<file path="config.mk">
export PLATFORM = sky130hd
export DESIGN_NAME = bus_arbiter
export DESIGN_NICKNAME = d
export VERILOG_FILES = /design/src/rtl/arb_pkg.sv /design/src/rtl/arb_pick.sv /design/src/rtl/bus_arbiter.sv
export SDC_FILE = /design/constraint.sdc
export NUM_CORES = 1
export LEC_CHECK = 0
export BUFFER_PORTS_ARGS = -buffer_cell sky130_fd_sc_hd__buf_4
export CAP_MARGIN = 0
export CORE_UTILIZATION = 40
export DETAILED_ROUTE_END_ITERATION = 10
export GPL_TIMING_DRIVEN = 0
export PLACE_DENSITY_LB_ADDON = 0.15
export SETUP_SLACK_MARGIN = 0.05
export SLEW_MARGIN = 20
export SYNTH_ARGS = -nofsm -noshare
export SYNTH_HDL_FRONTEND = slang
export SYNTH_HIERARCHICAL = 1
export SYNTH_SLANG_ARGS = --single-unit
</file>
<file path="constraint.sdc">
create_clock -name clk -period 2.1 [get_ports clk]
set_clock_uncertainty 0.2 [all_clocks]
set_input_delay 0 -clock clk [delete_from_list [all_inputs] [get_ports clk]]
set_output_delay 0 -clock clk [all_outputs]
set_load 0.01 [all_outputs]
</file>
<file path="src/rtl/arb_pkg.sv">
`default_nettype none
// ============================================================================
// Module   : arb_pkg
// Brief    : Shared types and constants for the two-requester bus arbiter.
// Revision : 1.0  initial release
// ============================================================================
package arb_pkg;

    localparam int MEM_AW = 16;
    localparam int MEM_DW = 8;

    typedef enum logic [1:0] {
        IDLE     = 2'd0,
        ACCESS   = 2'd1,
        COMPLETE = 2'd2
    } arb_state_e;

    function automatic logic [1:0] onehot2(input logic idx);
        return idx ? 2'b10 : 2'b01;
    endfunction

endpackage
`default_nettype wire

</file>
<file path="src/rtl/arb_pick.sv">
`default_nettype none
// ============================================================================
// Module   : arb_pick
// Brief    : Combinational winner select. ARB_ROUND_ROBIN_EN selects
//            round-robin tie-break; otherwise requester 0 has fixed priority.
// Revision : 1.0  initial release
// ============================================================================
module arb_pick
    import arb_pkg::*;
(
    input  logic [1:0] req,
    input  logic       owner,
    input  logic       retain,
`ifdef ARB_ROUND_ROBIN_EN
    input  logic       ptr,
`endif
    output logic [1:0] winner
);

    always_comb begin
        winner = 2'b00;
        if (retain) begin
            winner = onehot2(owner);
        end else if (req == 2'b11) begin
`ifdef ARB_ROUND_ROBIN_EN
            // ptr names the requester that did not own the previous beat
            winner = onehot2(ptr);
`else
            winner = 2'b01;
`endif
        end else begin
            winner = req;
        end
    end

endmodule
`default_nettype wire

</file>
<file path="src/rtl/bus_arbiter.sv">
`default_nettype none
// ============================================================================
// Module   : bus_arbiter
// Brief    : Two-requester single-beat memory bus arbiter with lock bursts.
//            Build macro ARB_ROUND_ROBIN_EN enables round-robin tie-break.
// Revision : 1.0  initial release
// ============================================================================
module bus_arbiter
    import arb_pkg::*;
#(
    parameter int BURST_MAX = 4
) (
    input  logic              clk,
    input  logic              rst,
    input  logic              req0,
    input  logic              req1,
    input  logic              lock0,
    input  logic              lock1,
    input  logic              we0,
    input  logic              we1,
    input  logic [MEM_AW-1:0] addr0,
    input  logic [MEM_AW-1:0] addr1,
    input  logic [MEM_DW-1:0] wdata0,
    input  logic [MEM_DW-1:0] wdata1,
    output logic              gnt0,
    output logic              gnt1,
    output logic              ack0,
    output logic              ack1,
    output logic [MEM_DW-1:0] rdata0,
    output logic [MEM_DW-1:0] rdata1,
    output logic              mem_write,
    output logic              mem_read,
    output logic [MEM_AW-1:0] mem_address,
    output logic [MEM_DW-1:0] mem_dout,
    input  logic [MEM_DW-1:0] mem_din
);

    localparam logic [2:0] c_burst_max = 3'(BURST_MAX);

    arb_state_e        r_state;
    arb_state_e        w_state_next;
    logic [1:0]        r_gnt;
    logic [1:0]        r_ack;
    logic              r_owner;
    logic              r_we;
    logic [MEM_AW-1:0] r_addr;
    logic [MEM_DW-1:0] r_wdata;
    logic [MEM_DW-1:0] r_rdata0;
    logic [MEM_DW-1:0] r_rdata1;
    logic [2:0]        r_count;
    logic [1:0]        w_req;
    logic [1:0]        w_winner;
    logic              w_win_idx;
    logic              w_retain;

    assign w_req     = {req1, req0};
    assign w_win_idx = w_winner[1];
    assign w_retain  = (r_state == COMPLETE)
                     && (r_owner ? (req1 && lock1) : (req0 && lock0))
                     && (r_count < c_burst_max);

`ifdef ARB_ROUND_ROBIN_EN
    logic r_ptr;

    always_ff @(negedge clk or negedge rst) begin
        if (!rst) begin
            r_ptr <= 1'b0;
        end else if ((r_state != ACCESS) && (|w_req)) begin
            r_ptr <= ~w_win_idx;
        end
    end

    arb_pick u_pick (
        .req    (w_req),
        .owner  (r_owner),
        .retain (w_retain),
        .ptr    (r_ptr),
        .winner (w_winner)
    );
`else
    arb_pick u_pick (
        .req    (w_req),
        .owner  (r_owner),
        .retain (w_retain),
        .winner (w_winner)
    );
`endif

    always_ff @(negedge clk or negedge rst) begin
        if (!rst) begin
            r_state <= IDLE;
        end else begin
            r_state <= w_state_next;
        end
    end

    always_comb begin
        w_state_next = r_state;
        case (r_state)
            IDLE, COMPLETE: w_state_next = (|w_req) ? ACCESS : IDLE;
            ACCESS:         w_state_next = COMPLETE;
            default:        w_state_next = IDLE;
        endcase
    end

    always_ff @(negedge clk or negedge rst) begin
        if (!rst) begin
            r_gnt    <= 2'b00;
            r_ack    <= 2'b00;
            r_owner  <= 1'b0;
            r_we     <= 1'b0;
            r_addr   <= '0;
            r_wdata  <= '0;
            r_rdata0 <= '0;
            r_rdata1 <= '0;
            r_count  <= 3'd0;
        end else begin
            r_ack <= 2'b00;
            case (r_state)
                IDLE, COMPLETE: begin
                    if (|w_req) begin
                        r_gnt   <= w_winner;
                        r_owner <= w_win_idx;
                        r_we    <= w_win_idx ? we1    : we0;
                        r_addr  <= w_win_idx ? addr1  : addr0;
                        r_wdata <= w_win_idx ? wdata1 : wdata0;
                        // retention only happens below BURST_MAX, so no wrap
                        r_count <= w_retain ? (r_count + 3'd1) : 3'd1;
                    end else begin
                        r_gnt <= 2'b00;
                    end
                end
                ACCESS: begin
                    r_ack <= onehot2(r_owner);
                    if (r_owner) begin
                        r_rdata1 <= mem_din;
                    end else begin
                        r_rdata0 <= mem_din;
                    end
                end
                default: r_gnt <= 2'b00;
            endcase
        end
    end

    // strobes decode the state directly so reset removes them at once
    assign mem_write   = (r_state == ACCESS) &&  r_we;
    assign mem_read    = (r_state == ACCESS) && !r_we;
    assign mem_address = r_addr;
    assign mem_dout    = r_wdata;
    assign gnt0        = r_gnt[0];
    assign gnt1        = r_gnt[1];
    assign ack0        = r_ack[0];
    assign ack1        = r_ack[1];
    assign rdata0      = r_rdata0;
    assign rdata1      = r_rdata1;

endmodule
`default_nettype wire

</file>
Yosys cells after proc, flatten, opt, wreduce, memory -nomap -nowiden
Index checks and enable logic that the tools add are counted.
{"block": "word_totals", "inputBits": 64, "elab_cells": 42, "output_inout_bits": 46, "reg_bits": 51}
{"block": "classes", "reduce_logical": 13, "n_lt_le_gt_ge": 1, "n_addsub": 1, "mux": 13, "n_eq_ne": 3, "bitwise_logic": 1}
{"op": "two-way mux 16 bit", "n": 1}
{"op": "two-way mux 2 bit", "n": 5}
{"op": "two-way mux 8 bit", "n": 1}
{"op": "case mux 2 bit (2 select lines)", "n": 2}
{"op": "logical AND 1 bit", "n": 6}
{"op": "AND reduction 2 bit", "n": 3}
{"op": "equality test 2 bit (second input constant)", "n": 2}
{"op": "OR reduction 2 bit", "n": 2}
{"op": "adder 3 x 1 -> 3 bit (second input constant)", "n": 1}
{"op": "less-than comparator 3 bit (second input constant)", "n": 1}
{"op": "two-way mux 1 bit", "n": 3}
{"op": "two-way mux 3 bit", "n": 1}
{"op": "equality test 2 x 1 -> 1 bit (second input constant)", "n": 1}
{"op": "logical NOT 2 bit", "n": 1}
{"op": "logical NOT 1 bit", "n": 1}
{"op": "NOT 1 bit", "n": 1}

Logic depth before layout (Yosys ltp)
{"block": "depth", "word_depth": 7, "ltp_mapped": 8, "depth_no_buf": 6}

By module
Netlist, hierarchy kept.
{"module": "bus_arbiter", "seq_area_each_um2": 1276.2, "n_inst": 1, "area_per_inst_um2": 2133.3, "cells_per_inst": 174}
{"module": "arb_pick", "seq_area_each_um2": 0.0, "n_inst": 1, "area_per_inst_um2": 26.3, "cells_per_inst": 4}

==> summary.md <==
| Metric | Value |
|---|---|
| H-tree level count | 2 |
| Classification of the worst-slack hold path | flop to flop |
| Reg clk slew, reported paths | 60 ps |
| FP Rows | 26 |
| Count of unique library cells instantiated by Yosys | 20 |
| Starting density of the core | 42.0% |
| TritonCTS buffer count | 5 |
| First-pass GRT wire length | 8.34 mm |
| Kind of critical path | input pin to flop |
| Slowest stage delay, CP | 430 ps |
| Area share of the largest cell type after synthesis | 59.1% |
| Dominant cells by area after synthesis | dfrtn_1, mux2i_1, mux2_2 |
| Synthesized net count | 243 |
| Clock tree root driver cell | clkbuf_8 |
| Detailed-placement wirelength estimate | 3.63 mm |
| Die footprint | 5700 um^2 |
| Data arrival time at the worst-slack endpoint | 1440 ps |
| Share of total power in sequential cells | 41.4% |
| WHS | 224 ps |
| CP startpoint kind | input pin |
| Peak supply drop | 382 uV |
| Utilization of the core after routing | 70.8% |
| Cell family with most CP delay | compound AO/OA/AOI/OAI gates |
| Vias in the first global route | 1817 |
| Share of flip-flops with an asynchronous set or reset after synthesis | 100% |
| Number of flops mapped to enable cells by yosys | 0 |
| Setup repair after global routing missed its margin | yes |
| Vias after detailed routing | 1807 |
| Total GRT Usage | 19.8% |
| Proportion of synthesized chip area in sequential cells | 59.1% |
| Hold violation total from the final report | 0 |
| Overall overflow remaining after global route | 0 |
| Part of the total power dissipated in the clock network | 23.1% |
| Cell-by-cell listing of the critical path | buf_8, nand3_4, a2111oi_4, nor2_1, a22o_1, buf_8, buf_16, mux2i_2, o21ai_1 |
| Synth warnings | 6 |
| Layout Nets | 375 |
| Layout fillers | 415 |
| # port buffers | 109 |
| Boundary pin count | 110 |
| Relative area change from synthesis to final layout | 68.4% |
| Status | finished, violations left |
| Fraction of final layout cells with drive strength greater than 1 | 54.3% |
| Core Box Area | 5140 um^2 |
| Total Routed Length | 5.17 mm |
| Number of optimization iterations in the first detailed-route pass | 4 |
| Number of pins exceeding their max-slew limit in the final report | 0 |
| Max-cap viol count | 0 |
| Total clock sinks | 51 |
| Logic pwr share | 35.5% |
| CTS tree | built |
| Maximum root-to-sink buffer count | 2 |
| N_diodes | 0 |
| Most frequent cell on the critical path | buf_8 |
| Max Fanout on Critical Path | 7 |
| Switching share of power | 27.6% |
| Mapped cell area | 2160 um^2 |
| Antenna violations before repair | 0 |
| Worst slack at placement | -968 ps |
| Average routed wire per standard cell | 13.6 um |
| Setup violations, final | 33 |
| Seq cells post-synth | 51 |
| Number of buffers and inverters on the critical path | 3 |
| Cell with the most instances after synthesis | dfrtn_1 |
| Worst skew pair latency | 300 ps |
| Cell type contributing the most total cell area after synthesis | dfrtn_1 |
| Avg Vias per Cell | 4.74 |
| Number of antenna-violating nets in the routed design | 0 |
| Violations in the final reports | setup timing |
| Pint | 2.50 mW |
| Gate count of the mapped netlist | 178 |
| Worst max-slew margin expressed relative to the limit | 57.9% |
| Number of violations reported at the end of detailed-routing iteration 0 | 67 |
| Reported net switching power | 0.952 mW |
| Pwr dens | 948 nW/um^2 |
| Slew of the pin with the lowest slew margin | 632 ps |
| Die Span X | 75.5 um |
| Cell types with the highest counts after synthesis | dfrtn_1, nand2_1, mux2i_1 |
| Crit path required time | 980 ps |
| Pin count of the biggest net entering global routing | 52 |
| Average size of a mapped cell | 12.1 um^2 |
| Kind of capture point of the worst setup path | flop |
| Height of the chip | 75.5 um |
| Slowest cell on crit path | a2111oi_4 |
| Hold-fix buffers, CTS | 0 |
| Leak | 1.76 nW |
| Routability congestion estimate from global placement | 0.673 |
| DR DRC count | 0 |
| Top_reg_cell synth | dfrtn_1 |
| Final worst slack | -457 ps |
worst paths after layout:
check | from | to | slack (ps) | depth (start not counted)
min | r_count[0] | r_count[0] | 220 | 1
max in group asynchronous | rst | mem_dout[0] | 790 | 1
min reg2reg | r_count[0] | r_count[0] | 220 | 1
max | req1 | mem_dout[5] | -460 | 9
min in group asynchronous | rst | rdata0[5] | 430 | 1
max reg2reg | r_owner | mem_dout[5] | -250 | 8
per-stage QoR:
step / power, mW / area (um^2) / std cells / TNS [ps]
6_report: 3.45 / 3640 / 381 / -12170
2_1_floorplan: 1.85 / 2200 / 178 / -15670
4_1_cts: 3.42 / 3520 / 376 / -12950
5_1_grt: 3.65 / 3640 / 381 / -16400
3_5_place_dp: 2.43 / 3110 / 357 / -25370
3_3_place_gp: 2.40 / 3110 / 357 / -24230
final cells by class:
| type | instances | area [um^2] | area share [%] |
|---|---|---|---|
| inverter | 5 | 18.8 | 0.516 |
| clock inverter | 3 | 67.6 | 1.86 |
| clock buffer | 5 | 68.8 | 1.89 |
| multi-input combinational | 114 | 881 | 24.2 |
| buffer | 8 | 73.8 | 2.03 |
| tap | 70 | 87.6 | 2.41 |
| sequential | 51 | 1280 | 35.1 |
| timing repair buffer | 125 | 1160 | 32.0 |
layer usage:
metal  track usage, %  share of wire [%]  vias to the layer above
met4             6.38                1.1                        0
met2             33.7                 50                       69
met3             6.08                6.9                        5
li1                 -                  -                      879
met5                0                  0                        -
met1             23.9                 42                      854
logic make-up (layout without fill, tap and decap cells):
family / Yosys count / in the layout / synth area share [%]
AO/OA/AOI/OAI: 32 / 32 / 9.44
adder cells (fa/ha/maj): 1 / 1 / 0.579
buffers and inverters: 13 / 146 / 2.43
flip-flops: 51 / 51 / 59.1
multiplexers: 42 / 42 / 20.4
AND/OR/NAND/NOR: 39 / 39 / 8.05
power by group through the flow:
| stage | clock network (mW) | registers, mW | logic, mW |
|---|---|---|---|
| 2_1_floorplan | 0 | 1.51 | 0.341 |
| 3_3_place_gp | 0 | 1.40 | 1.00 |
| 3_5_place_dp | 0 | 1.41 | 1.02 |
| 4_1_cts | 0.818 | 1.42 | 1.18 |
| 5_1_grt | 0.856 | 1.46 | 1.33 |
| 6_report | 0.797 | 1.43 | 1.23 |
cell usage in the layout (no fill, tap or decap):
| cell | instances |
|---|---|
| o21bai_2 | 1 |
| buf_16 | 2 |
| dfrtn_1 | 51 |
| clkinvlp_4 | 1 |
| buf_8 | 3 |
| inv_2 | 1 |
| buf_6 | 42 |
| inv_1 | 4 |
| bufinv_16 | 2 |
| nor2_1 | 3 |
| nand2_2 | 3 |
| mux2i_1 | 20 |
| a21oi_1 | 1 |
| nor2_2 | 1 |
| mux2i_2 | 6 |
| a2111oi_4 | 1 |
| clkbuf_1 | 5 |
| a22o_1 | 4 |
| ha_1 | 1 |
| clkbuf_8 | 5 |
| and2_4 | 1 |
| nand3b_4 | 1 |
| nand3_4 | 1 |
| nand2b_1 | 1 |
| mux2_2 | 16 |
| nand2_1 | 27 |
| nand2_4 | 1 |
| buf_4 | 78 |
| o21ai_1 | 25 |
| buf_12 | 3 |
sequential cells by signal (all words and copies together) (netlist names):
register     count
mem_address     16
mem_dout         8
rdata0           8
rdata1           8
r_count          3
r_ack            2
r_gnt            2
r_state          2
r_owner          1
r_we             1
timing repair:
item,CTS,global route
endpoints found under the setup margin,74,75
buffers inserted,9,5
gates cloned,2,0
pin swaps,7,5
gates resized for setup,47,23
No activity file was read; power rests on OpenSTA's default activity.
